[src/rtl/piso_pkg.sv]
// rtl/piso_pkg.sv - shared types and sizing helpers for the PISO transmit register
// Frame length depends on PISO_PARITY_EN.
package piso_pkg;

  typedef enum logic [1:0] {IDLE, SHIFT, PARITY} state_t;

  function automatic int frame_len(input int width);
`ifdef PISO_PARITY_EN
    return width + 1;
`else
    return width;
`endif
  endfunction

  function automatic int cnt_width(input int width);
    return $clog2(width + 1);
  endfunction

endpackage

[src/rtl/piso_shift_4bit_bit_counter.sv]
// rtl/piso_shift_4bit_bit_counter.sv - loadable down-counter with zero/one flags
// Load wins over decrement; it saturates at zero.
module bit_counter #(
  parameter int CW = 3
) (
  input  logic          clk,
  input  logic          rst,
  input  logic          load,
  input  logic [CW-1:0] load_value,
  input  logic          dec,
  output logic          zero,
  output logic          one
);

  logic [CW-1:0] count;

  always_ff @(posedge clk) begin
    if (rst) begin
      count <= '0;
    end else if (load) begin
      count <= load_value;
    end else if (dec && (count != '0)) begin
      count <= count - CW'(1);
    end
  end

  assign zero = (count == '0);
  assign one  = (count == CW'(1));

endmodule

[src/rtl/piso_shift_4bit.sv]
// rtl/piso_shift_4bit.sv - parallel-in serial-out transmitter, MSB first
// Optional even-parity trailer bit when PISO_PARITY_EN is defined.
module piso_shift_4bit
  import piso_pkg::*;
#(
  parameter int WIDTH = 4
) (
  input  logic             clk,
  input  logic             rst,
  input  logic [WIDTH-1:0] d,
  input  logic             load_valid,
  output logic             load_ready,
  output logic             sout,
  output logic             sout_valid,
  output logic             sout_last,
  output logic             busy
);

  localparam int            CW       = cnt_width(WIDTH);
  localparam logic [CW-1:0] LOAD_CNT = CW'(frame_len(WIDTH) - 1);

  state_t           state;
  // Bits still to be sent after the MSB, which goes straight to sout on load.
  logic [WIDTH-2:0] pending;
  logic             cnt_zero;
  logic             cnt_one;
  logic             accept;
  logic             cnt_dec;
`ifdef PISO_PARITY_EN
  logic             par;
`endif

  assign load_ready = !rst && ((state == IDLE) || (sout_valid && sout_last));
  assign accept     = load_valid && load_ready;
  assign cnt_dec    = (state != IDLE) && !cnt_zero;

  bit_counter #(.CW(CW)) u_cnt (
    .clk        (clk),
    .rst        (rst),
    .load       (accept),
    .load_value (LOAD_CNT),
    .dec        (cnt_dec),
    .zero       (cnt_zero),
    .one        (cnt_one)
  );

  always_ff @(posedge clk) begin
    if (rst) begin
      state      <= IDLE;
      pending    <= '0;
      sout       <= 1'b0;
      sout_valid <= 1'b0;
      sout_last  <= 1'b0;
      busy       <= 1'b0;
`ifdef PISO_PARITY_EN
      par        <= 1'b0;
`endif
    end else if (accept) begin
      state      <= SHIFT;
      pending    <= d[WIDTH-2:0];
      sout       <= d[WIDTH-1];
      sout_valid <= 1'b1;
      sout_last  <= 1'b0;
      busy       <= 1'b1;
`ifdef PISO_PARITY_EN
      par        <= ^d;
`endif
    end else if ((state == SHIFT) && !cnt_zero) begin
`ifdef PISO_PARITY_EN
      if (cnt_one) begin
        state     <= PARITY;
        sout      <= par;
        sout_last <= 1'b1;
      end else begin
        pending <= pending << 1;
        sout    <= pending[WIDTH-2];
      end
`else
      pending   <= pending << 1;
      sout      <= pending[WIDTH-2];
      sout_last <= cnt_one;
`endif
    end else begin
      state      <= IDLE;
      sout       <= 1'b0;
      sout_valid <= 1'b0;
      sout_last  <= 1'b0;
      busy       <= 1'b0;
    end
  end

endmodule

[config.mk]
export PLATFORM = sky130hd
export DESIGN_NAME = piso_shift_4bit
export DESIGN_NICKNAME = d
export VERILOG_FILES = /design/src/rtl/piso_pkg.sv /design/src/rtl/piso_shift_4bit_bit_counter.sv /design/src/rtl/piso_shift_4bit.sv
export SDC_FILE = /design/constraint.sdc
export NUM_CORES = 1
export LEC_CHECK = 0
export BUFFER_PORTS_ARGS = -buffer_cell sky130_fd_sc_hd__buf_4
export CORE_AREA = 2 2 39 41
export CTS_CLUSTER_SIZE = 25
export DETAILED_ROUTE_END_ITERATION = 10
export DIE_AREA = 0 0 41 43
export GPL_ROUTABILITY_DRIVEN = 0
export PLACE_DENSITY_LB_ADDON = 0.2
export RECOVER_POWER = 25
export SYNTH_ARGS = -nofsm -noshare
export SYNTH_HDL_FRONTEND = slang
export SYNTH_SLANG_ARGS = --single-unit
[constraint.sdc]
create_clock -name clk -period 1.1 [get_ports clk]
set_input_delay 0.22 -clock clk [delete_from_list [all_inputs] [get_ports clk]]
set_output_delay 0.22 -clock clk [all_outputs]
set_load 0.005 [all_outputs]
==> flow_summary.ini <==
[hold_path]
holdCritPathClass = input port to register

[floorplanning]
coreArea_um2 = 1380
die_h_um = 43
initial_core_util = 0.356
die_area_um2 = 1760
io-pin-count = 12
die_x_um = 41
rows = 14

[synth]
syn_nets = 64
synth-seq-cells = 9
ys_top_cells_by_count = dfxtp_1, inv_1, nand3_1, nor2_1, nor3_1
syn_inst = 54
ys_seq_area_frac = 0.365
synth_ff_type = dfxtp_1
synth.distinct_cells = 26
postSynth.asyncResetShare = 0
synth_top_cell_area_share = 0.365
mappedNetlistArea_um2 = 493
yosysWarnings = 0
yosysMostFrequentCell = dfxtp_1
synth_area_per_cell_um2 = 9.13
yosysTopAreaCell = dfxtp_1
synthTopCellsByArea = dfxtp_1, ha_1, nand3_1
synth_edf_count = 0

[clocking]
hold_buffers = 0
numClockSinks = 9
cts-htree-levels = 1
cts.clk_slew.worst_paths_ns = 0.07
cts-root-buf = clkbuf_4
clockBufferDepth = 2
worst_skew_pair.late_latency_ns = 0.26
cts_buffers = 3
tritoncts = yes

[final_layout]
post-route-util = 0.591
postLayoutCellArea_um2 = 818
fillers = 128
drive_above_1_share = 0.667
antenna_cells = 0
area_delta_synth_final_pct = 66.0
instances_no_fill = 97
nets = 92

[sta]
rsz0062_at_grt = true
min_period_ns = 1.19
slew_headroom = 0.848
fin_crit_sh = 1.09
hold_ws_ns = 0.172
finalSetupViolCount = 6
slew_violations = 0
fmax_ghz = 0.837
fin_worst_skew_ns = 0.00531
final_hold_viol_count = 0
worstMarginPinSlew_ns = 0.226
setup_slack_ns = -0.0945

[critical_path]
criticalPathCategory = register to output port
cp-end-kind = output port
path_max_fanout = 2
start_kind = register
worstPathArrival_ns = 0.97
required_ns = 0.88

[route]
wl_mm = 1.30
route.detailed.drc = 0
avgRoutedWirePerCell_um = 13.4
ant_nets = 0
via_per_inst = 4.95
drt_iter0_markers = 6
vias = 480
dr.pass1.iters = 2

[job]
cap_viol_max_count = 0

[grt]
grt_usage = 0.161
antenna_found_initial = 0
grt_pass1_wl_mm = 1.93
overflow = 0
grt_max_degree = 8
grt_pass1_vias = 476

[power_and_ir_drop]
power_density_nw_per_um2 = 1100
p_leak_uw = 0.000332
finalPower_uw = 902
ir_drop_mv = 0.516

[place]
placed_cells = 85
dp_hpwl_um = 825
placed_area_um2 = 637
portBuffers = 11

[status]
violations = negative setup slack
outcome = finished with violations
[where the power goes]
group / internal [uW] / switching [uW]
Combinational: 152 / 127
Clock: 140 / 120
Sequential: 347 / 15.1
Total: 639 / 263
[metrics by stage]
stage / setup WS [ns] / setup TNS [ns]
6_report: -0.0945 / -0.277
5_1_grt: -0.133 / -0.727
4_1_cts: -0.0991 / -0.248
3_5_place_dp: -0.0503 / -0.163
3_3_place_gp: -0.0128 / -0.0309
2_1_floorplan: 0.000227 / 0
[what timing repair did]
| action | 4_1_cts | 5_1_grt |
|---|---|---|
| setup endpoints to repair | 8 | 11 |
| resized for setup | 6 | 22 |
| setup buffers | 6 | 2 |
| pin swaps | 6 | 12 |
| gates cloned | 0 | 0 |
[final timing paths]
| check | start | to | slack [ns] | cells past startpoint |
|---|---|---|---|---|
| worst min-delay path | d[0] | pending[0]$_SDFFE_PP0P_ | 0.17 | 2 |
| worst min register to register | pending[2]$_SDFFE_PP0P_ | pending[2]$_SDFFE_PP0P_ | 0.50 | 2 |
| worst max register to register | u_cnt.count[0]$_SDFFE_PP0P_ | pending[1]$_SDFFE_PP0P_ | -0.06 | 5 |
| worst max-delay path | sout_last$_SDFF_PP0_ | load_ready | -0.09 | 3 |
[cell usage in the layout (no fill, tap or decap), drive strengths merged]
cell,Yosys,final
and3,1,1
a31oi,1,1
inv,5,5
nand2,2,2
a311oi,2,2
o2111ai,1,1
clkbuf,0,5
a21oi,1,1
nor2,4,4
buf,3,25
a22oi,1,1
a32o,1,1
dfxtp,9,9
a221oi,1,1
nand4b,1,1
mux2i,1,1
and2b,2,2
nor3,4,4
nand3,4,4
ha,3,3
o21ai,3,3
nor2b,1,1
nand2b,3,3
[worst max-delay path, stage by stage (launching register included)]
cell and delay (ns):
dfxtp_2 0.32, and2b_4 0.24, nor2_2 0.03, buf_4 0.12
[flip-flops by register name, summed over array words and instances, names as in the netlist]
name         flops
pending          3
u_cnt.count      3
sout             1
sout_last        1
state            1
[kinds of logic after synthesis]
kind of cell | Yosys count | synth area share
muxes | 1 | 0.0203
and+or+nand+nor | 22 | 0.269
AOI/OAI and AO/OA | 11 | 0.183
buffers and inverters | 8 | 0.0863
adders and majority gates | 3 | 0.0762
DFF | 9 | 0.365
[layer usage]
metal / share of wire / GRT usage / up-vias
met3: 0.036 / 0.0471 / 2
met2: 0.54 / 0.253 / 11
met1: 0.42 / 0.198 / 221
met4: 0.0031 / 0.0600 / 0
li1: - / - / 246
met5: 0 / 0 / -
[area by class of cell]
type	count	area (um2)	share of cell area
flip-flops and latches	9	188	0.229
inverters	5	18.8	0.0229
multi-input cells	37	352	0.430
well taps	16	20.0	0.0245
clock buffers	4	26.3	0.0321
repair buffers	26	214	0.261
(Power assumes the default switching activity.)
